File: src/rtl/vga_pkg.sv
// vga_pkg: shared definitions for the VGA cursor display.
//   - Default 640x480@60 timing constants (25 MHz pixel clock from 100 MHz).
//   - h_total / v_total helpers that sum the four timing segments.
//   - clamp_move: one-axis cursor step that saturates at 0 and at max_pos.
//   - rgb_t: default-width {red, green, blue} pixel.
//   - btn_idx_e: bit positions of the five buttons in the packed button vector.
package vga_pkg;

    localparam int unsigned DEF_H_ACTIVE = 640;
    localparam int unsigned DEF_H_FP     = 16;
    localparam int unsigned DEF_H_SYNC   = 96;
    localparam int unsigned DEF_H_BP     = 48;
    localparam int unsigned DEF_V_ACTIVE = 480;
    localparam int unsigned DEF_V_FP     = 10;
    localparam int unsigned DEF_V_SYNC   = 2;
    localparam int unsigned DEF_V_BP     = 33;
    localparam int unsigned DEF_CLK_DIV  = 4;
    localparam int unsigned DEF_COLOR_W  = 4;

    typedef struct packed {
        logic [DEF_COLOR_W-1:0] red;
        logic [DEF_COLOR_W-1:0] green;
        logic [DEF_COLOR_W-1:0] blue;
    } rgb_t;

    typedef enum logic [2:0] {
        BTN_UP     = 3'd0,
        BTN_DOWN   = 3'd1,
        BTN_LEFT   = 3'd2,
        BTN_RIGHT  = 3'd3,
        BTN_CENTER = 3'd4
    } btn_idx_e;

    localparam int unsigned BTN_N = 5;

    function automatic int unsigned h_total(input int unsigned act, input int unsigned fp,
                                            input int unsigned sync, input int unsigned bp);
        return act + fp + sync + bp;
    endfunction

    function automatic int unsigned v_total(input int unsigned act, input int unsigned fp,
                                            input int unsigned sync, input int unsigned bp);
        return act + fp + sync + bp;
    endfunction

    // Opposing buttons cancel; a move never wraps past either edge.
    function automatic int unsigned clamp_move(input int unsigned pos, input logic dec,
                                               input logic inc, input int unsigned step,
                                               input int unsigned max_pos);
        int unsigned res;
        res = pos;
        if (dec && !inc) begin
            if (pos < step) begin
                res = 32'd0;
            end else begin
                res = pos - step;
            end
        end else if (inc && !dec) begin
            if (pos + step > max_pos) begin
                res = max_pos;
            end else begin
                res = pos + step;
            end
        end else begin
            res = pos;
        end
        return res;
    endfunction

endpackage

File: src/rtl/vga_timing.sv
// vga_timing: pixel-enable divider and raster counters.
//   clk, rst      : system clock, synchronous active-high reset
//   h_cnt_r       : horizontal pixel counter, 0 .. H_TOTAL-1
//   v_cnt_r       : vertical line counter, 0 .. V_TOTAL-1
//   hsync_win_s   : h_cnt_r inside the hsync window (combinational)
//   vsync_win_s   : v_cnt_r inside the vsync window (combinational)
//   active_s      : current position is in the visible area
//   frame_tick_s  : pixel tick that wraps the raster back to (0,0)
// All decodes are combinational from the current counters; the top
// registers them together so the syncs and colour stay aligned.
module vga_timing
    import vga_pkg::*;
#(
    parameter int unsigned H_ACTIVE = DEF_H_ACTIVE,
    parameter int unsigned H_FP     = DEF_H_FP,
    parameter int unsigned H_SYNC   = DEF_H_SYNC,
    parameter int unsigned H_BP     = DEF_H_BP,
    parameter int unsigned V_ACTIVE = DEF_V_ACTIVE,
    parameter int unsigned V_FP     = DEF_V_FP,
    parameter int unsigned V_SYNC   = DEF_V_SYNC,
    parameter int unsigned V_BP     = DEF_V_BP,
    parameter int unsigned CLK_DIV  = DEF_CLK_DIV,
    localparam int unsigned H_TOTAL = h_total(H_ACTIVE, H_FP, H_SYNC, H_BP),
    localparam int unsigned V_TOTAL = v_total(V_ACTIVE, V_FP, V_SYNC, V_BP),
    localparam int unsigned HW      = $clog2(H_TOTAL),
    localparam int unsigned VW      = $clog2(V_TOTAL)
) (
    input  logic          clk,
    input  logic          rst,
    output logic [HW-1:0] h_cnt_r,
    output logic [VW-1:0] v_cnt_r,
    output logic          hsync_win_s,
    output logic          vsync_win_s,
    output logic          active_s,
    output logic          frame_tick_s
);

    // A one-bit divider is kept for CLK_DIV = 1; it then sits at 0 and pe stays high.
    localparam int unsigned DIV_W   = (CLK_DIV > 1) ? $clog2(CLK_DIV) : 1;
    localparam int unsigned HS_BEG  = H_ACTIVE + H_FP;
    localparam int unsigned HS_END  = H_ACTIVE + H_FP + H_SYNC;
    localparam int unsigned VS_BEG  = V_ACTIVE + V_FP;
    localparam int unsigned VS_END  = V_ACTIVE + V_FP + V_SYNC;

    logic [DIV_W-1:0] div_r;
    logic [DIV_W-1:0] div_nxt_s;
    logic [HW-1:0]    h_nxt_s;
    logic [VW-1:0]    v_nxt_s;
    logic             pe_s;
    logic             h_last_s;
    logic             v_last_s;

    assign pe_s         = (div_r == DIV_W'(CLK_DIV - 1));
    assign h_last_s     = (h_cnt_r == HW'(H_TOTAL - 1));
    assign v_last_s     = (v_cnt_r == VW'(V_TOTAL - 1));
    assign frame_tick_s = pe_s && h_last_s && v_last_s;

    assign hsync_win_s  = (h_cnt_r >= HW'(HS_BEG)) && (h_cnt_r < HW'(HS_END));
    assign vsync_win_s  = (v_cnt_r >= VW'(VS_BEG)) && (v_cnt_r < VW'(VS_END));
    assign active_s     = (h_cnt_r < HW'(H_ACTIVE)) && (v_cnt_r < VW'(V_ACTIVE));

    // Next divider and raster position; counters only move on a pixel tick
    always_comb begin
        div_nxt_s = div_r;
        h_nxt_s   = h_cnt_r;
        v_nxt_s   = v_cnt_r;
        if (pe_s) begin
            div_nxt_s = {DIV_W{1'b0}};
            if (h_last_s) begin
                h_nxt_s = {HW{1'b0}};
                if (v_last_s) begin
                    v_nxt_s = {VW{1'b0}};
                end else begin
                    v_nxt_s = v_cnt_r + VW'(1);
                end
            end else begin
                h_nxt_s = h_cnt_r + HW'(1);
            end
        end else begin
            div_nxt_s = div_r + DIV_W'(1);
        end
    end

    // Divider and raster counter registers
    always_ff @(posedge clk) begin
        if (rst) begin
            div_r   <= {DIV_W{1'b0}};
            h_cnt_r <= {HW{1'b0}};
            v_cnt_r <= {VW{1'b0}};
        end else begin
            div_r   <= div_nxt_s;
            h_cnt_r <= h_nxt_s;
            v_cnt_r <= v_nxt_s;
        end
    end

endmodule

File: src/rtl/vga_cursor_display.sv
// vga_cursor_display: VGA output stage with a button-driven square cursor.
//   clk, rst           : system clock, synchronous active-high reset
//   btn_up/down/left/right/center : asynchronous board buttons
//   vga_red/green/blue : registered colour channels, COLOR_W bits each
//   hsync, vsync       : registered syncs, asserted level SYNC_POL
//   frame_start        : one-clk pulse on the pixel tick that enters (0,0)
// Optional build macro VGA_GRID_EN: draws a half-scale grid every 64
// pixels/lines under the cursor (needs at least 64-pixel/line rasters).
// Without it the background is black and no grid logic exists.
module vga_cursor_display
    import vga_pkg::*;
#(
    parameter int unsigned H_ACTIVE = DEF_H_ACTIVE,
    parameter int unsigned H_FP     = DEF_H_FP,
    parameter int unsigned H_SYNC   = DEF_H_SYNC,
    parameter int unsigned H_BP     = DEF_H_BP,
    parameter int unsigned V_ACTIVE = DEF_V_ACTIVE,
    parameter int unsigned V_FP     = DEF_V_FP,
    parameter int unsigned V_SYNC   = DEF_V_SYNC,
    parameter int unsigned V_BP     = DEF_V_BP,
    parameter int unsigned CLK_DIV  = DEF_CLK_DIV,
    parameter logic        SYNC_POL = 1'b0,
    parameter int unsigned COLOR_W  = DEF_COLOR_W,
    parameter int unsigned BOX_SIZE = 32,
    parameter int unsigned STEP     = 4,
    parameter logic [3*COLOR_W-1:0] BOX_RGB = 12'hF80
) (
    input  logic               clk,
    input  logic               rst,
    input  logic               btn_up,
    input  logic               btn_down,
    input  logic               btn_left,
    input  logic               btn_right,
    input  logic               btn_center,
    output logic [COLOR_W-1:0] vga_red,
    output logic [COLOR_W-1:0] vga_green,
    output logic [COLOR_W-1:0] vga_blue,
    output logic               hsync,
    output logic               vsync,
    output logic               frame_start
);

    localparam int unsigned H_TOTAL  = h_total(H_ACTIVE, H_FP, H_SYNC, H_BP);
    localparam int unsigned V_TOTAL  = v_total(V_ACTIVE, V_FP, V_SYNC, V_BP);
    localparam int unsigned HW       = $clog2(H_TOTAL);
    localparam int unsigned VW       = $clog2(V_TOTAL);
    localparam int unsigned HX       = HW + 1;
    localparam int unsigned VX       = VW + 1;
    localparam int unsigned PIX_W    = 3 * COLOR_W;
    localparam int unsigned X_MAX    = H_ACTIVE - BOX_SIZE;
    localparam int unsigned Y_MAX    = V_ACTIVE - BOX_SIZE;
    localparam int unsigned X_CENTER = X_MAX / 2;
    localparam int unsigned Y_CENTER = Y_MAX / 2;
    localparam logic [PIX_W-1:0] PIX_BLACK = {PIX_W{1'b0}};

    logic [HW-1:0]    h_cnt_s;
    logic [VW-1:0]    v_cnt_s;
    logic             hsync_win_s;
    logic             vsync_win_s;
    logic             active_s;
    logic             frame_tick_s;

    logic [BTN_N-1:0] btn_raw_s;
    logic [BTN_N-1:0] btn_meta_r;
    logic [BTN_N-1:0] btn_sync_r;

    logic [HW-1:0]    box_x_r;
    logic [VW-1:0]    box_y_r;
    logic [HW-1:0]    box_x_nxt_s;
    logic [VW-1:0]    box_y_nxt_s;
    logic             in_box_s;

    logic [PIX_W-1:0] pix_nxt_s;
    logic [PIX_W-1:0] pix_r;
    logic             hsync_r;
    logic             vsync_r;
    logic             frame_start_r;

    vga_timing #(
        .H_ACTIVE (H_ACTIVE),
        .H_FP     (H_FP),
        .H_SYNC   (H_SYNC),
        .H_BP     (H_BP),
        .V_ACTIVE (V_ACTIVE),
        .V_FP     (V_FP),
        .V_SYNC   (V_SYNC),
        .V_BP     (V_BP),
        .CLK_DIV  (CLK_DIV)
    ) u_timing (
        .clk          (clk),
        .rst          (rst),
        .h_cnt_r      (h_cnt_s),
        .v_cnt_r      (v_cnt_s),
        .hsync_win_s  (hsync_win_s),
        .vsync_win_s  (vsync_win_s),
        .active_s     (active_s),
        .frame_tick_s (frame_tick_s)
    );

    // Bit order follows btn_idx_e
    assign btn_raw_s = {btn_center, btn_right, btn_left, btn_down, btn_up};

    // Two-stage synchroniser for the asynchronous buttons
    always_ff @(posedge clk) begin
        if (rst) begin
            btn_meta_r <= {BTN_N{1'b0}};
            btn_sync_r <= {BTN_N{1'b0}};
        end else begin
            btn_meta_r <= btn_raw_s;
            btn_sync_r <= btn_meta_r;
        end
    end

    // Cursor position for the next frame; buttons are only looked at on the
    // frame tick, which also acts as the debounce sample rate
    always_comb begin
        box_x_nxt_s = box_x_r;
        box_y_nxt_s = box_y_r;
        if (frame_tick_s) begin
            if (btn_sync_r[BTN_CENTER]) begin
                box_x_nxt_s = HW'(X_CENTER);
                box_y_nxt_s = VW'(Y_CENTER);
            end else begin
                box_x_nxt_s = HW'(clamp_move(32'(box_x_r), btn_sync_r[BTN_LEFT],
                                             btn_sync_r[BTN_RIGHT], STEP, X_MAX));
                box_y_nxt_s = VW'(clamp_move(32'(box_y_r), btn_sync_r[BTN_UP],
                                             btn_sync_r[BTN_DOWN], STEP, Y_MAX));
            end
        end else begin
            box_x_nxt_s = box_x_r;
            box_y_nxt_s = box_y_r;
        end
    end

    // Cursor position registers
    always_ff @(posedge clk) begin
        if (rst) begin
            box_x_r <= HW'(X_CENTER);
            box_y_r <= VW'(Y_CENTER);
        end else begin
            box_x_r <= box_x_nxt_s;
            box_y_r <= box_y_nxt_s;
        end
    end

    // One extra bit so box + BOX_SIZE cannot overflow at the right/bottom edge
    assign in_box_s = ({1'b0, h_cnt_s} >= {1'b0, box_x_r}) &&
                      ({1'b0, h_cnt_s} <  ({1'b0, box_x_r} + HX'(BOX_SIZE))) &&
                      ({1'b0, v_cnt_s} >= {1'b0, box_y_r}) &&
                      ({1'b0, v_cnt_s} <  ({1'b0, box_y_r} + VX'(BOX_SIZE)));

`ifdef VGA_GRID_EN
    localparam logic [PIX_W-1:0] PIX_GRID = {3{1'b1, {(COLOR_W-1){1'b0}}}};
    logic grid_s;
    assign grid_s = (h_cnt_s[5:0] == 6'd0) || (v_cnt_s[5:0] == 6'd0);
`endif

    // Pixel colour: cursor over background, forced black during blanking
    always_comb begin
        pix_nxt_s = PIX_BLACK;
        if (active_s) begin
            if (in_box_s) begin
                pix_nxt_s = BOX_RGB;
            end else begin
`ifdef VGA_GRID_EN
                if (grid_s) begin
                    pix_nxt_s = PIX_GRID;
                end else begin
                    pix_nxt_s = PIX_BLACK;
                end
`else
                pix_nxt_s = PIX_BLACK;
`endif
            end
        end else begin
            pix_nxt_s = PIX_BLACK;
        end
    end

    // Output registers: colour, syncs and frame pulse share one clk of latency
    always_ff @(posedge clk) begin
        if (rst) begin
            pix_r         <= PIX_BLACK;
            hsync_r       <= ~SYNC_POL;
            vsync_r       <= ~SYNC_POL;
            frame_start_r <= 1'b0;
        end else begin
            pix_r         <= pix_nxt_s;
            hsync_r       <= hsync_win_s ? SYNC_POL : ~SYNC_POL;
            vsync_r       <= vsync_win_s ? SYNC_POL : ~SYNC_POL;
            frame_start_r <= frame_tick_s;
        end
    end

    assign vga_red     = pix_r[PIX_W-1 -: COLOR_W];
    assign vga_green   = pix_r[2*COLOR_W-1 -: COLOR_W];
    assign vga_blue    = pix_r[COLOR_W-1:0];
    assign hsync       = hsync_r;
    assign vsync       = vsync_r;
    assign frame_start = frame_start_r;

endmodule

File: config.mk
export PLATFORM = sky130hd
export DESIGN_NAME = vga_cursor_display
export DESIGN_NICKNAME = d
export VERILOG_FILES = /design/src/rtl/vga_pkg.sv /design/src/rtl/vga_timing.sv /design/src/rtl/vga_cursor_display.sv
export SDC_FILE = /design/constraint.sdc
export NUM_CORES = 1
export LEC_CHECK = 0
export ABC_AREA = 1
export CAP_MARGIN = 20
export CORE_MARGIN = 10
export CORE_UTILIZATION = 48
export DETAILED_ROUTE_END_ITERATION = 8
export MAX_ROUTING_LAYER = met4
export PLACE_DENSITY_LB_ADDON = 0.2
export REMOVE_ABC_BUFFERS = 1
export SLEW_MARGIN = 0
export SYNTH_ARGS = -nofsm -noshare
export SYNTH_HDL_FRONTEND = slang
export SYNTH_SLANG_ARGS = --single-unit
File: constraint.sdc
create_clock -name clk -period 3.9 [get_ports clk]
set_clock_uncertainty 0.2 [all_clocks]
set_input_delay 0.78 -clock clk [delete_from_list [all_inputs] [get_ports clk]]
set_output_delay 0.78 -clock clk [all_outputs]
set_load 0.02 [all_outputs]
### Word-level counts from Yosys, hierarchy flattened

Cells that the tools add are included.

* register bits: 67
* bits of input ports: 7
* output and inout port bits: 15
* word-level logic and storage cells: 76

* $add $sub $neg: 9
* order comparisons: 14
* equality and inequality tests: 3
* mux-type cells: 15
* bitwise logic cells: 1
* reductions and logical operators: 23

Operator list (number)
* $mux 10: 12
* $add 10x3->11 const B: 2
* $add 10x6->11 const B: 2
* $lt 10x11->1: 2
* $add 10x1->10 const B: 2
* $eq 10x10->1 const B: 2
* $ge 10x10->1: 2
* $lt 10x10->1 const B: 2
* $lt 10x3->1 const B: 2
* $lt 10x9->1 const B: 2
* $sub 10x3->10 const B: 2
* $logic_and 1x1->1: 12
* $mux 12: 1
* $gt 11x10->1 const B: 1
* $gt 11x9->1 const B: 1
* $ge 10x10->1 const B: 1
* $ge 10x9->1 const B: 1
* $reduce_and 2->1: 3
* $reduce_bool 3->1: 2
* $logic_not 1->1: 4
* $reduce_or 2->1: 2
* $add 2x1->2 const B: 1
* $eq 2x2->1 const B: 1
* $mux 1: 2
* $not 1->1: 1

### Logic depth before layout (Yosys ltp)

Gate-level depths: netlist of the first run.

* depth in word-level cells: 6
* gate-level depth with buffers: 12
* depth with buffers taken out: 12

### Hierarchy

A second synthesis of the first run with hierarchy kept.

* cells, all modules: 605
* area, all modules: 4070.2 um^2

Modules (own cells, without submodules)
* vga_cursor_display: times used 1, cells an instance 415, area an instance 2801.4 um^2, sequential area each 600.6 um^2
* vga_timing: times used 1, cells an instance 190, area an instance 1268.7 um^2, sequential area each 440.4 um^2

### Worst setup path after synthesis of the first run

Ideal clock, no wire load.

* path kind: flip-flop to flip-flop
* from: reg box_y_r[5]
* to: reg pix_r[10]
* library setup time: 78 ps
* arrival: 1791 ps
* data required time: 3622 ps
* slack: 1831 ps
* cell stages (with the launch flop): 12
* path buffers: 1
* clock period less this slack: 2069 ps
* path through: dfxtp_1 buf_2 inv_1 ha_1 inv_1 ha_1 a21oi_1 a21boi_0 nor3_1 nor2_1 nand2_1 nor3_1

* longest elaborated chain between the ends: 4
* elaborated cells between the ends (all ways): 6
* those cells by class: add/sub (1); order compare (2); mux (1); reduce/logical (2)

Ends and longest elaborated chain
* start, declared: line vga_cursor_display.sv:68 `logic [VW-1:0] box_y_r;`
* start signal, assigned: line vga_cursor_display.sv:139 `box_y_r <= VW'(Y_CENTER);`
* start signal, assigned: line vga_cursor_display.sv:142 `box_y_r <= box_y_nxt_s;`
* $add 10x6->11 or $ge 10x10->1 (tied branches): line vga_cursor_display.sv:150, vga_cursor_display.sv:149
* $lt 10x11->1 or $logic_and 1x1->1 (tied branches): line vga_cursor_display.sv:150, vga_cursor_display.sv:148
* $logic_and 1x1->1 *: line vga_cursor_display.sv:149 `({1'b0, v_cnt_s} >= {1'b0, box_y_r}) &&`
* $mux 12 *: line vga_cursor_display.sv:162 `if (in_box_s) begin`
* end signal, assigned: line vga_cursor_display.sv:188 `pix_r <= pix_nxt_s;`
* end, declared: line vga_cursor_display.sv:74 `logic [PIX_W-1:0] pix_r;`

Every way passes the cells marked *; elsewhere a longest branch is shown, timed or not.
A chain may end at the register's enable or synchronous reset.

### Worst setup path after layout of the first run

Same ends and word-level chain as after synthesis.

==> flow_summary.yaml, run 1 <==
logic_synthesis:
  synth_cell_types: 47
  synth_warnings: 0
  avgSynthCellArea_sq_um: 6.84
  syn_inst: 570
  syn_area_sq_um: 3900
  synth-seq-cells: 52
  synth_top_area_cell: "dfxtp_1"
  ys_seq_area_frac: 0.267
  synth.area.top_cells: "dfxtp_1 (27%), ha_1 (13%), nand2_1 (11%)"
  yosys.area.top_type_share: 0.267
critical_path:
  worstPathRequired_ns: 3.93
  startpoint_type: "flip-flop"
  r2r-start: "box_y_r[5]"
  r2r_slack_ns: 1.49
  crit_fanout: 9
  crit_arrival_ns: 2.44
  r2r_cells: 10
  reg2reg_to: "pix_r[10]"
  path_class: "reg -> reg"
  end_kind: "flip-flop"
place:
  portBuffers: 14
  gp_congestion: 0.903
  pre_cts_slack_ns: 1.57
  place_hpwl_um: 7110
clocking:
  cts_sinks: 52
  clockBufferDepth: 2
  cts_root_buf: "clkbuf_8"
  cts_setup_buffers: 0
  worstSkewPairLatency_ns: 0.30
  cts_tree: "yes"
  cts_hold_buf: 0
  path_clk_slew_ns: 0.09
  ctsResizeCount: 0
  cts_buffers: 5
  htreeDepth: 2
routing:
  dr_wl_met3_um: 545
  vias_per_cell: 5.37
  num_vias: 3627
  wl_met2_um: 4220
  top_layer: "met4"
  drc_errors: 0
  drt-pass1-iter-count: 5
  wl_met1_um: 4270
  dr.first_iter.drc_count: 209
  wl_per_cell_um: 13.5
  ant_nets: 0
  routed_wl_um: 9110
timing:
  period_share: 0.617
  setup_viol: 0
  fmax_mhz: 416
  finalMaxSlewViolations: 0
  fin_ws_ns: 1.49
  timing.final.crit_period_ns: 2.41
  maxSlewHeadroom: 0.648
  fin_setup_tns_ns: 0
  rsz0062_at_grt: "false"
  tightestPinTransition_ns: 0.524
  hold_viol_final: 0
die:
  die_area_sq_um: 12100
  coreArea_sq_um: 7810
  num_io_pins: 22
  start_util: 0.499
  die_h_um: 110
  fp.dieW_um: 110
  rows: 32
global_route:
  grt_pass1_vias: 3315
  overflow: 0
  grt_max_degree: 33
  antenna_found_initial: 0
  grt_first_pass_wirelength_um: 15400
  grt_usage: 0.157
pwr:
  switching_share: 0.231
  powerDensity_nw_per_um2: 225
  vdd_drop_max_uv: 130
  seqPwrFrac: 0.584
  power_leakage_uw: 0.00188
  clkPwrFrac: 0.357
  p_sw_uw: 215
  intPower_uw: 716
  pwr-share-comb: 0.060
cells_and_area:
  n_antenna_cell: 0
  syn_to_final_growth_pct: 6.20
  nNetsFinal: 620
  drive_gt1_frac: 0.0524
  post-route-util: 0.530
run:
  maxCapViolCount: 0
worst_hold_path:
  hp-start: "btn_meta_r[4]"
  hold_depth: 2
  whs_endpoint: "btn_sync_r[4]"
  hp-class: "reg -> reg"
status:
  outcome: "completed"
-- cell families (layout without fill, tap and decap cells) --
family | after synthesis | after routing | share of synthesized area
buffers and inverters | 95 | 92 | 0.107
AO/OA/AOI/OAI | 84 | 84 | 0.119
XOR/XNOR | 18 | 18 | 0.0404
flip-flops | 52 | 52 | 0.267
other | 1 | 7 | 0.000962
AND/OR/NAND/NOR | 280 | 280 | 0.337
adder cells (fa/ha/maj) | 40 | 40 | 0.128
-- per-stage QoR --
| step | power (uW) | instances | area [sq um] | hold slack, ns |
|---|---|---|---|---|
| after floorplan | 590 | 551 | 3770 | 0.188 |
| after global placement | 610 | 668 | 4040 | 0.193 |
| after detailed placement | 611 | 668 | 4040 | 0.194 |
| after CTS | 942 | 675 | 4140 | 0.204 |
| after global routing | 966 | 675 | 4140 | 0.211 |
| final | 932 | 675 | 4140 | 0.200 |
-- final cells by class --
type,instances,area [sq um]
clock buffers,7,96.3
fillers,800,3670
inverters,70,263
multi-input cells,429,2460
flip-flops and latches,52,1040
well taps,102,128
repair buffers,15,148
-- how the worst max path moves through the flow --
stage	end	startpoint	slack [ns]
floorplan	pix_r[10]	box_y_r[5]	1.83
global placement	u_timing.v_cnt_r[1]	rst	1.62
detailed placement	pix_r[10]	box_y_r[5]	1.57
CTS	vga_red[0]	pix_r[10]	1.51
global route	pix_r[10]	box_x_r[5]	1.27
finish	pix_r[10]	box_y_r[5]	1.49
-- critical path, cell delays in order (launching register included) --
cell and delay [ns]:
dfxtp_1 0.53, inv_1 0.20, ha_1 0.32, inv_1 0.04, ha_1 0.28, a21oi_1 0.14
a21boi_0 0.21, nor3_1 0.07, nor2_1 0.12, nand2_1 0.07, nor3_1 0.16
-- power groups by stage --
stage          logic [uW]  registers, uW  clock network [uW]
2_1_floorplan        35.4            555                   0
3_3_place_gp         54.3            556                   0
3_5_place_dp         54.7            556                   0
4_1_cts              54.9            544                 343
5_1_grt              64.4            545                 357
6_report             55.5            544                 332
-- placed cells by master, fill, tap and decap left out, types with 3 or more instances in the layout --
master / n
nand2_1: 110
nor2_1: 73
inv_1: 68
dfxtp_1: 52
nand3_1: 41
a21oi_1: 40
ha_1: 40
o21ai_0: 25
nand4_1: 15
clkdlybuf4s50_1: 14
xor2_1: 13
nor3_1: 11
conb_1: 7
clkbuf_8: 7
xnor2_1: 5
nand3b_1: 4
nor3b_1: 4
o21a_1: 3
nor2_2: 3
-- sequential cells by signal, summed over array words and instances, names as in the netlist --
register	cells
u_timing.div_r	2
box_x_r	8
pix_r	1
u_timing.v_cnt_r	10
frame_start	1
u_timing.h_cnt_r	10
vsync	1
box_y_r	8
btn_meta_r	5
btn_sync_r	5
hsync	1
-- layer usage --
metal,GRT usage,vias up
li1,-,1861
met2,0.251,103
met5,-,-
met1,0.204,1655
met4,0.0339,0
met3,0.0267,8
-- cells in the mapped netlist, drive strengths merged --
| library cell | n |
|---|---|
| a31oi | 1 |
| o211ai | 1 |
| a21oi | 41 |
| nor3 | 14 |
| nand3 | 43 |
| nor3b | 6 |
| o21a | 3 |
| nand3b | 4 |
| nand4 | 16 |
| and3 | 3 |
| o22ai | 1 |
| or2 | 2 |
| buf | 19 |
| inv | 70 |
| o21bai | 2 |
| a21boi | 2 |
| nor2 | 78 |
| a211oi | 1 |
| clkbuf | 6 |
| dfxtp | 52 |
| nand2 | 113 |
| ha | 40 |
| a21o | 2 |
| o2111ai | 2 |
| conb | 1 |
| nor4 | 1 |
| xnor2 | 5 |
| o31ai | 1 |
| o21ai | 27 |
| xor2 | 13 |
(Power assumes the default switching activity.)
==> run 2: changes to the inputs <==
Clock period 3.9 ns to 2.4 ns, I/O delays scaled along.
==> run 2 against run 1 <==
  * Worst setup slack worse by 1.2 ns
  * Hold slack gained 0.0055 ns
  * Non-clock buffer count up 10
  * Largest cell class unchanged
  * Cell area rose by 1.7%
  * Clock power up 55%
==> flow_summary.yaml, run 2 (synthesis gave the netlist of run 1 again) <==
status:
  outcome: "completed"
timing:
  setup_viol: 0
  timing.final.crit_period_ns: 2.13
  finalMaxSlewViolations: 0
  hold_viol_final: 0
  fin_setup_tns_ns: 0
  rsz0062_at_grt: "false"
  period_share: 0.888
  fmax_mhz: 469
  fin_ws_ns: 0.268
routing:
  dr.first_iter.drc_count: 163
  routed_wl_um: 9210
  drt-pass1-iter-count: 5
  wl_per_cell_um: 13.4
  num_vias: 3637
  vias_per_cell: 5.30
  ant_nets: 0
  drc_errors: 0
pwr:
  intPower_uw: 1140
  power_leakage_uw: 0.00193
  pwr-share-comb: 0.063
  vdd_drop_max_uv: 239
  p_sw_uw: 345
  clkPwrFrac: 0.344
  seqPwrFrac: 0.593
  powerDensity_nw_per_um2: 354
  switching_share: 0.231
global_route:
  groute.layer.met1.usage: 0.204
  grt_busiest_layer: "met2"
  overflow: 0
  grt_first_pass_wirelength_um: 15500
  grt_pass1_vias: 3330
  grt_usage: 0.160
  grt_util_met3: 0.0261
  grt_max_degree: 21
  antenna_found_initial: 0
  use_met2: 0.249
place:
  pre_cts_slack_ns: 0.216
  postPlaceCellArea_sq_um: 4120
  gp_congestion: 0.935
  place_hpwl_um: 7310
  portBuffers: 14
clocking:
  cts_tree: "yes"
  clockBufferDepth: 2
  path_clk_slew_ns: 0.09
  worstSkewPairLatency_ns: 0.30
  cts_root_buf: "clkbuf_8"
  htreeDepth: 2
  cts_buffers: 5
  cts_sinks: 52
  cts_hold_buf: 0
critical_path:
  worstPathRequired_ns: 2.43
  crit_chain: "ha_1 > nand2_1 > inv_1 > nand2_1 > xor2_1 > ha_1 > nand2_1 > o21ai_0 > nor2_1 > nand2_1 > nor3_1"
  critPathCapture: "pix_r[10]"
  r2r_cells: 11
  setup.worst_path.start: "box_y_r[6]"
  cp.depth: 11
  critPathMostFrequentCell: "nand2_1"
  cpMaxStageDelayCell: "dfxtp_2"
  crit_arrival_ns: 2.16
  crit_fanout: 8
  critPathBufInv: 1
  r2r-start: "box_y_r[6]"
  reg2reg_to: "pix_r[10]"
  cp_top_family: "simple AND/OR/NAND/NOR gates"
  end_kind: "flip-flop"
  slowest_delay_ns: 0.41
  startpoint_type: "flip-flop"
  path_class: "reg -> reg"
  r2r_slack_ns: 0.27
cells_and_area:
  nNetsFinal: 630
  final_cell_mix: "nand2_1 (110), nor2_1 (73), inv_1 (68), dfxtp_1 (50), nand3_1 (41)"
  post-route-util: 0.539
  top_regs: "u_timing.h_cnt_r x10, u_timing.v_cnt_r x10"
  final_common_cell: "nand2_1"
  nFillCells: 774
  finalInstanceArea_sq_um: 4210
  syn_to_final_growth_pct: 8.03
  drive_gt1_frac: 0.0702
  n_antenna_cell: 0
die:
  rows: 32
  num_io_pins: 22
  die_area_sq_um: 12100
  coreArea_sq_um: 7810
  start_util: 0.499
  fp.dieW_um: 110
  die_h_um: 110
worst_hold_path:
  hp-class: "reg -> reg"
run:
  maxCapViolCount: 0
-- run 2: changes by cell type in the layout (fill, tap and decap cells not counted) --
cell	previous run	this run
buf_4	1	11
clkbuf_1	0	2
clkbuf_8	7	6
dfxtp_1	52	50
dfxtp_2	0	2
-- run 2: worst min-delay path by stage --
| stage | slack (ns) | startpoint | endpoint | cells after the start |
|---|---|---|---|---|
| after global routing | 0.22 | btn_meta_r[4] | btn_sync_r[4] | 2 |
| after detailed placement | 0.20 | btn_meta_r[4] | btn_sync_r[4] | 2 |
| after global placement | 0.19 | btn_meta_r[2] | btn_sync_r[2] | 2 |
| after floorplan | 0.19 | btn_meta_r[0] | btn_sync_r[0] | 2 |
| after CTS | 0.21 | btn_meta_r[4] | btn_sync_r[4] | 2 |
| final | 0.21 | btn_meta_r[4] | btn_sync_r[4] | 2 |
-- run 2: layer usage --
metal  share of wire  vias to the layer above
li1                -                     1880
met1            0.47                     1643
met2            0.46                      100
met3           0.057                       14
met4           0.018                        0
met5               0                        -
-- run 2: what timing repair did --
action	CTS	global route
setup endpoints to repair	0	1
resized for setup	0	2
setup buffers	0	0
-- run 2: worst min-delay path, cell delays in order, from the launching register on --
cell	delay, ns
dfxtp_1	0.31
inv_1	0.04
nor2_1	0.03
-- run 2: layout make-up --
| class | instances | area (sq um) | area share |
|---|---|---|---|
| clock buffers | 8 | 90.1 | 0.0214 |
| inverters | 70 | 263 | 0.0624 |
| multi-input cells | 429 | 2460 | 0.585 |
| flip-flops and latches | 52 | 1040 | 0.248 |
| well taps | 102 | 128 | 0.0303 |
| repair buffers | 25 | 223 | 0.0529 |
-- run 2: power by group through the flow --
| stage | logic [uW] | registers [uW] | clock network, uW |
|---|---|---|---|
| 6_report | 93.4 | 883 | 513 |
| 3_5_place_dp | 92.8 | 904 | 0 |
| 2_1_floorplan | 57.6 | 902 | 0 |
| 4_1_cts | 93.2 | 884 | 532 |
| 3_3_place_gp | 92.3 | 903 | 0 |
| 5_1_grt | 107 | 886 | 567 |
-- run 2: through the flow --
step           hold WS [ns]  instances  total power [uW]
4_1_cts               0.208        686              1510
6_report              0.206        686              1490
5_1_grt               0.222        686              1560
3_5_place_dp          0.198        678               997
2_1_floorplan         0.188        551               960
3_3_place_gp          0.191        678               996
